File: config.mk
export PLATFORM = sky130hd
export DESIGN_NAME = div_unit_seq
export DESIGN_NICKNAME = d
export VERILOG_FILES = /design/src/rtl/div_pkg.sv /design/src/rtl/div_step.sv /design/src/rtl/div_unit_seq.sv
export SDC_FILE = /design/constraint.sdc
export NUM_CORES = 1
export LEC_CHECK = 0
export BUFFER_PORTS_ARGS = -buffer_cell sky130_fd_sc_hd__buf_2
export CAP_MARGIN = 10
export CORE_MARGIN = 3
export CORE_UTILIZATION = 50
export DETAILED_ROUTE_END_ITERATION = 10
export MAX_ROUTING_LAYER = met4
export PLACE_DENSITY = 0.78
export REMOVE_ABC_BUFFERS = 1
export SYNTH_ARGS = -nofsm -noshare
export SYNTH_HDL_FRONTEND = slang
export SYNTH_SLANG_ARGS = --single-unit
File: constraint.sdc
create_clock -name CLK -period 5.24 [get_ports CLK]
set_clock_uncertainty 0.1 [all_clocks]
set_input_delay 0 -clock CLK [delete_from_list [all_inputs] [get_ports CLK]]
set_output_delay 0 -clock CLK [all_outputs]
set_load 0.05 [all_outputs]
File: src/rtl/div_pkg.sv
// Shared types and constants for the sequential RV32M divider.
package div_pkg;

   localparam int DIV_XLEN  = 32;
   localparam int DIV_CNT_W = 5;

   typedef enum logic [1:0] {
      S_IDLE = 2'd0,
      S_CALC = 2'd1,
      S_FIX  = 2'd2
   } div_state_e;

   localparam int OP_UNSIGNED = 0;
   localparam int OP_REM      = 1;

   localparam logic [DIV_XLEN-1:0] INT_MIN  = 32'h8000_0000;
   localparam logic [DIV_XLEN-1:0] ALL_ONES = 32'hFFFF_FFFF;

endpackage

File: src/rtl/div_step.sv
// One restoring-division step: shift in the next dividend bit, trial-subtract the divisor.
module div_step #(
   parameter int XLEN = 32
) (
   input  logic [XLEN-1:0] rem_i,
   input  logic [XLEN-1:0] dsr_i,
   input  logic            bit_i,
   output logic [XLEN-1:0] rem_o,
   output logic            q_o
);

   logic [XLEN:0] shifted;
   logic [XLEN:0] diff;

   // The partial remainder never reaches 2^(XLEN-1) before the last shift, so bit XLEN
   // of the shifted value is zero and diff[XLEN] is a clean borrow.
   assign shifted = {rem_i, bit_i};
   assign diff    = shifted - {1'b0, dsr_i};
   assign q_o     = ~diff[XLEN];
   assign rem_o   = q_o ? diff[XLEN-1:0] : shifted[XLEN-1:0];

endmodule

File: src/rtl/div_unit_seq.sv
// Multi-cycle restoring divider for DIV/DIVU/REM/REMU, one quotient bit per cycle.
// Optional result cache for repeated operands: define DIV_RESULT_CACHE_EN.
module div_unit_seq
   import div_pkg::*;
#(
   parameter int XLEN  = DIV_XLEN,
   parameter int CNT_W = DIV_CNT_W
) (
   input  logic            CLK,
   input  logic            RESET,
   input  logic            START,
   input  logic [1:0]      OP,
   input  logic [XLEN-1:0] DATA1,
   input  logic [XLEN-1:0] DATA2,
   output logic [XLEN-1:0] RESULT,
   output logic            BUSY,
   output logic            DONE
);

   div_state_e       state_q, state_d;
   logic [CNT_W-1:0] cnt_q, cnt_d;
   logic [XLEN-1:0]  dvd_q, dvd_d;
   logic [XLEN-1:0]  dsr_q, dsr_d;
   logic [XLEN-1:0]  rem_q, rem_d;
   logic [XLEN-1:0]  result_q, result_d;
   logic             rem_sel_q, rem_sel_d;
   logic             neg_q, neg_d;
   logic             sgn_q, sgn_d;
   logic             done_q, done_d;

   logic             in_signed, is_zero, is_ovf;
   logic [XLEN-1:0]  a_abs, b_abs, quo_fix, rem_fix, step_rem;
   logic             step_q;

   assign in_signed = ~OP[OP_UNSIGNED];
   assign a_abs     = (in_signed && DATA1[XLEN-1]) ? -DATA1 : DATA1;
   assign b_abs     = (in_signed && DATA2[XLEN-1]) ? -DATA2 : DATA2;
   assign is_zero   = (DATA2 == '0);
   assign is_ovf    = in_signed && (DATA1 == INT_MIN) && (DATA2 == ALL_ONES);

   // Quotient sign follows the operand-sign XOR; remainder follows the dividend.
   assign quo_fix = neg_q ? -dvd_q : dvd_q;
   assign rem_fix = sgn_q ? -rem_q : rem_q;

   div_step #(.XLEN(XLEN)) u_step (
      .rem_i (rem_q),
      .dsr_i (dsr_q),
      .bit_i (dvd_q[XLEN-1]),
      .rem_o (step_rem),
      .q_o   (step_q)
   );

`ifdef DIV_RESULT_CACHE_EN
   logic            cache_vld_q, cache_vld_d;
   logic            cache_u_q, cache_u_d;
   logic            op_u_q, op_u_d;
   logic [XLEN-1:0] cache_a_q, cache_a_d, cache_b_q, cache_b_d;
   logic [XLEN-1:0] cache_quo_q, cache_quo_d, cache_rem_q, cache_rem_d;
   logic [XLEN-1:0] raw_a_q, raw_a_d, raw_b_q, raw_b_d;
   logic            cache_hit;

   assign cache_hit = cache_vld_q && (DATA1 == cache_a_q) && (DATA2 == cache_b_q)
                      && (OP[OP_UNSIGNED] == cache_u_q);
`endif

   // NOTE: every signal written here gets its default first, so no path leaves a latch.
   always_comb begin
      state_d   = state_q;
      cnt_d     = cnt_q;
      dvd_d     = dvd_q;
      dsr_d     = dsr_q;
      rem_d     = rem_q;
      result_d  = result_q;
      rem_sel_d = rem_sel_q;
      neg_d     = neg_q;
      sgn_d     = sgn_q;
      done_d    = 1'b0;
`ifdef DIV_RESULT_CACHE_EN
      cache_vld_d = cache_vld_q;
      cache_u_d   = cache_u_q;
      cache_a_d   = cache_a_q;
      cache_b_d   = cache_b_q;
      cache_quo_d = cache_quo_q;
      cache_rem_d = cache_rem_q;
      op_u_d      = op_u_q;
      raw_a_d     = raw_a_q;
      raw_b_d     = raw_b_q;
`endif

      case (state_q)
         S_IDLE: begin
            if (START) begin
               if (is_zero) begin
                  result_d = OP[OP_REM] ? DATA1 : ALL_ONES;
                  done_d   = 1'b1;
               end else if (is_ovf) begin
                  result_d = OP[OP_REM] ? '0 : INT_MIN;
                  done_d   = 1'b1;
`ifdef DIV_RESULT_CACHE_EN
               end else if (cache_hit) begin
                  result_d = OP[OP_REM] ? cache_rem_q : cache_quo_q;
                  done_d   = 1'b1;
`endif
               end else begin
                  rem_sel_d = OP[OP_REM];
                  neg_d     = in_signed && (DATA1[XLEN-1] ^ DATA2[XLEN-1]);
                  sgn_d     = in_signed && DATA1[XLEN-1];
                  dvd_d     = a_abs;
                  dsr_d     = b_abs;
                  rem_d     = '0;
                  cnt_d     = CNT_W'(XLEN - 1);
                  state_d   = S_CALC;
`ifdef DIV_RESULT_CACHE_EN
                  op_u_d    = OP[OP_UNSIGNED];
                  raw_a_d   = DATA1;
                  raw_b_d   = DATA2;
`endif
               end
            end
         end

         S_CALC: begin
            // Quotient bits shift into the dividend register as its bits shift out.
            rem_d = step_rem;
            dvd_d = {dvd_q[XLEN-2:0], step_q};
            if (cnt_q == '0) begin
               state_d = S_FIX;
            end else begin
               cnt_d = cnt_q - CNT_W'(1);
            end
         end

         S_FIX: begin
            result_d = rem_sel_q ? rem_fix : quo_fix;
            done_d   = 1'b1;
            state_d  = S_IDLE;
`ifdef DIV_RESULT_CACHE_EN
            cache_vld_d = 1'b1;
            cache_u_d   = op_u_q;
            cache_a_d   = raw_a_q;
            cache_b_d   = raw_b_q;
            cache_quo_d = quo_fix;
            cache_rem_d = rem_fix;
`endif
         end

         default: state_d = S_IDLE;
      endcase
   end

   always_ff @(posedge CLK) begin
      if (RESET) begin
         state_q  <= S_IDLE;
         cnt_q    <= '0;
         result_q <= '0;
         done_q   <= 1'b0;
      end else begin
         state_q  <= state_d;
         cnt_q    <= cnt_d;
         result_q <= result_d;
         done_q   <= done_d;
      end
   end

   // NOTE: datapath registers are always reloaded in IDLE before use, so they carry no reset.
   always_ff @(posedge CLK) begin
      dvd_q     <= dvd_d;
      dsr_q     <= dsr_d;
      rem_q     <= rem_d;
      rem_sel_q <= rem_sel_d;
      neg_q     <= neg_d;
      sgn_q     <= sgn_d;
   end

`ifdef DIV_RESULT_CACHE_EN
   always_ff @(posedge CLK) begin
      if (RESET) begin
         cache_vld_q <= 1'b0;
      end else begin
         cache_vld_q <= cache_vld_d;
      end
   end

   always_ff @(posedge CLK) begin
      cache_u_q   <= cache_u_d;
      cache_a_q   <= cache_a_d;
      cache_b_q   <= cache_b_d;
      cache_quo_q <= cache_quo_d;
      cache_rem_q <= cache_rem_d;
      op_u_q      <= op_u_d;
      raw_a_q     <= raw_a_d;
      raw_b_q     <= raw_b_d;
   end
`endif

   assign RESULT = result_q;
   assign DONE   = done_q;
   assign BUSY   = (state_q != S_IDLE);

endmodule

==> metrics <==
internal power summed over all cells 2.67 mW; Detail Placement HPWL 22600 um; Hold Path Class primary input to flip-flop; Num CTS Buffers 17; crit path launch type flip-flop; total of fill cells in the finished design 1775; Post-DRT Antenna Nets 0; mux contribution to synthesized area 0.0264; area growth from synthesis to final layout 18.1%; most common flop cell mapped by yosys edfxtp_1; maximum clock path buffer count 2; met2 global-route usage 0.434; floorplan die area 23200 um^2; critical-path cell with the highest stage delay a211o_1; count of mapped cells out of synthesis 1257; commonest non-fill, non-tap cells in the layout nor2_1, nand2_1, o21ai_0; effective utilization at floorplan 0.519; number of enable flip-flop cells after synthesis 99; layout cells sized above 1 0.123; IO buf count 102; vias in the first global route 9633; Cell Pwr Density 336 nW/um^2; required time worst endpoint 5.30 ns; Std-Cell Core Area 20600 um^2; average wire length per cell after detail routing 18.6 um; fraction of the mapped netlist area in compound gates 0.220; clock tree from TritonCTS yes; adder-cell share of the synthesized area 0.0474; placed cell count 1576; length of the first detailed-routing pass in iterations 7; netlist area before placement 10700 um^2; busiest layer in global routing met2; Remaining DRCs 0; GR Layer Usage met3 0.0389; PnR Total Power 4.25 mW; slowest cell delay on critical path 0.58 ns; post-synth cell types 77; reported leakage power 4.99 nW; Root Buffer clkbuf_16; total via count after detailed routing 10107; Resized Gates After CTS 0; final worst slack 1.11 ns; vias per cell 6.01; shortest clock period the worst path allows after layout 4.13 ns; outcome finished with violations; Hold Fails Final Rpt 1; setup slack after placement 1.24 ns; simple-gate area share of the yosys netlist 0.190; antenna violations before repair 0; ant diodes 0; critical setup path kind flip-flop to flip-flop; Finish-stage setup viols 0; summed negative setup slack over all endpoints 0 ns; met1 Track Usage GR 0.356; horizontal die dimension 152 um; Worst Setup End Kind flip-flop; post-route fraction of the period consumed by the critical path 0.788; yosys synthesis warning count 0; Setup crit start rem_q[20]; GR Overflow Total 0; DRC violation total after the first TritonRoute iteration 1046; Max rail drop VDD 0.256 mV; RSZ-0062 raised after global routing false; later-pin clock latency in the skew report 0.43 ns; measured slew at the worst slew-check pin 1.04 ns; synthesized area per cell 8.52 um^2; FP Rows 52; portion of total power attributed to sequential cells 0.365; Crit path top cell by count nand3_1; dominant combinational cell family by area after synthesis compound AO/OA/AOI/OAI gates; maximum level of the CTS H-tree 4; min-delay src DATA2[1]; maximum clock frequency 0.242 GHz; Arrival @ worst endpoint 4.19 ns; wire length reported by the detailed router 31300 um; worst hold-check slack -0.0119 ns; count of placed standard cells in the final layout, fillers left out 1682; Clk pwr share 0.257; switching fraction of total power 0.373; most common cell after layout, fill and taps aside nor2_1; number of ports placed on the die boundary 103; largest net degree at the start of global routing 57; all-layer global routing usage 0.272; number of clock sinks seen by CTS 139; failing checks hold timing; final net count 1508; number of synthesized register bits 139; final count of pins violating max slew 0; count of max-cap constraint violations 0; Util after Layout 0.614; first-pass GRT wire length 50400 um; proportion of power drawn by combinational gates 0.378; routability congestion estimate 0.970; clock transition at the registers of the reported paths 0.06 ns; switching power summed over all nets 1.59 mW; ordered cell list for the critical path ha_1, nand3_1, nor3_1, nand3_1, or3_1, a31oi_2, o211a_1, a211o_1, buf_12, mux2i_1, nor2_1; Slew Limit Headroom 0.305; sequential cell area fraction in the yosys report 0.352; Critical R2R Launch rem_q[20]; share of synthesized registers carrying an async set or reset 0; area share of xor/xnor cells in the synthesized design 0.114; highest fanout seen on the critical path 17; height of the die 152 um
sequential cells by signal (all words and copies together), names as in the netlist:
register,flops
DONE,1
rem_q,32
rem_sel_q,1
dsr_q,32
neg_q,1
sgn_q,1
state_q,2
dvd_q,32
RESULT,32
cnt_q,5
metal layers:
layer	vias to the layer above	part of all wire
met3	70	0.070
met2	418	0.48
met4	0	0.034
li1	4895	-
met5	-	0
met1	4724	0.42
power by group through the flow:
| stage | clock, mW | combinational, mW | sequential (mW) |
|---|---|---|---|
| detailed placement | 0 | 1.53 | 1.57 |
| finish | 1.09 | 1.61 | 1.55 |
| CTS | 1.10 | 1.59 | 1.55 |
| global route | 1.15 | 1.77 | 1.58 |
| global placement | 0 | 1.51 | 1.56 |
| floorplan | 0 | 1.11 | 1.55 |
cell type report:
| cell class | count | area [um^2] | area share |
|---|---|---|---|
| tap | 270 | 338 | 0.0267 |
| inverter | 66 | 248 | 0.0196 |
| multi-input combinational | 989 | 6430 | 0.508 |
| timing repair buffer | 186 | 1350 | 0.107 |
| sequential | 139 | 3770 | 0.298 |
| clock inverter | 8 | 46.3 | 0.00366 |
| clock buffer | 24 | 473 | 0.0374 |
worst max-delay path: cells and delay by family, from the launching register on:
kind,cells,cell delay [ns]
AO/OA/AOI/OAI,3,1.11
buffers and inverters,1,0.26
flip-flops,1,0.49
multiplexers,1,0.24
AND/OR/NAND/NOR,5,1.17
adder cells (fa/ha/maj),1,0.48
through the flow:
step | cell area [um^2] | hold slack (ns)
after detailed placement | 11400 | 0.180
after global placement | 11400 | 0.183
after global routing | 12700 | 0.00281
after CTS | 12600 | 0.00381
final | 12700 | -0.0119
after floorplan | 10400 | -0.0321
path summary, 6_finish.rpt:
check,to,slack [ns],cells after the start
worst min-delay path,dsr_q[1],-0.01,3
worst min register to register,RESULT[18],0.36,2
worst max register to register,rem_q[11],1.11,11
worst max-delay path,rem_q[11],1.11,11
cell families (layout without fill, tap and decap cells):
group	after synthesis	in the layout
flip-flops	139	139
AO/OA/AOI/OAI	356	356
XOR/XNOR	140	140
adder cells (fa/ha/maj)	40	40
multiplexers	28	28
buffers and inverters	129	284
AND/OR/NAND/NOR	425	425
what timing repair did:
action | 4_1_cts | 5_1_grt
setup buffers | 0 | 0
hold buffers | 73 | 0
hold endpoints to repair | 94 | 0
Yosys cell counts (all sizes together) (3+ instances only):
master   instances  share of area
nand2b          11         0.0064
buf             19          0.011
or3             12         0.0075
o21bai           6         0.0042
xnor2           72          0.059
a211oi           9         0.0068
a311oi          14          0.013
edfxtp          99           0.28
o211ai          20          0.014
o31a             3         0.0025
xor2            68          0.056
nand2          123          0.043
a21oi           77          0.037
dfxtp           40          0.075
nand3           19         0.0089
o211a           11          0.010
clkbuf          44          0.015
nor2b            7         0.0041
o31ai           28          0.020
inv             65          0.023
nor4            16         0.0099
nand3b           5         0.0035
nor3            46          0.023
o21a             8         0.0056
or4             17          0.012
a21o            12         0.0084
ha              39          0.046
mux2i           26          0.024
nand4           14         0.0082
and3             5         0.0029
o22ai            4         0.0023
or2              6         0.0035
a31oi            7         0.0047
nor2           134          0.048
o2111ai          3         0.0025
o21ai          115          0.054
o41ai           18          0.015
(Power assumes the default switching activity.)
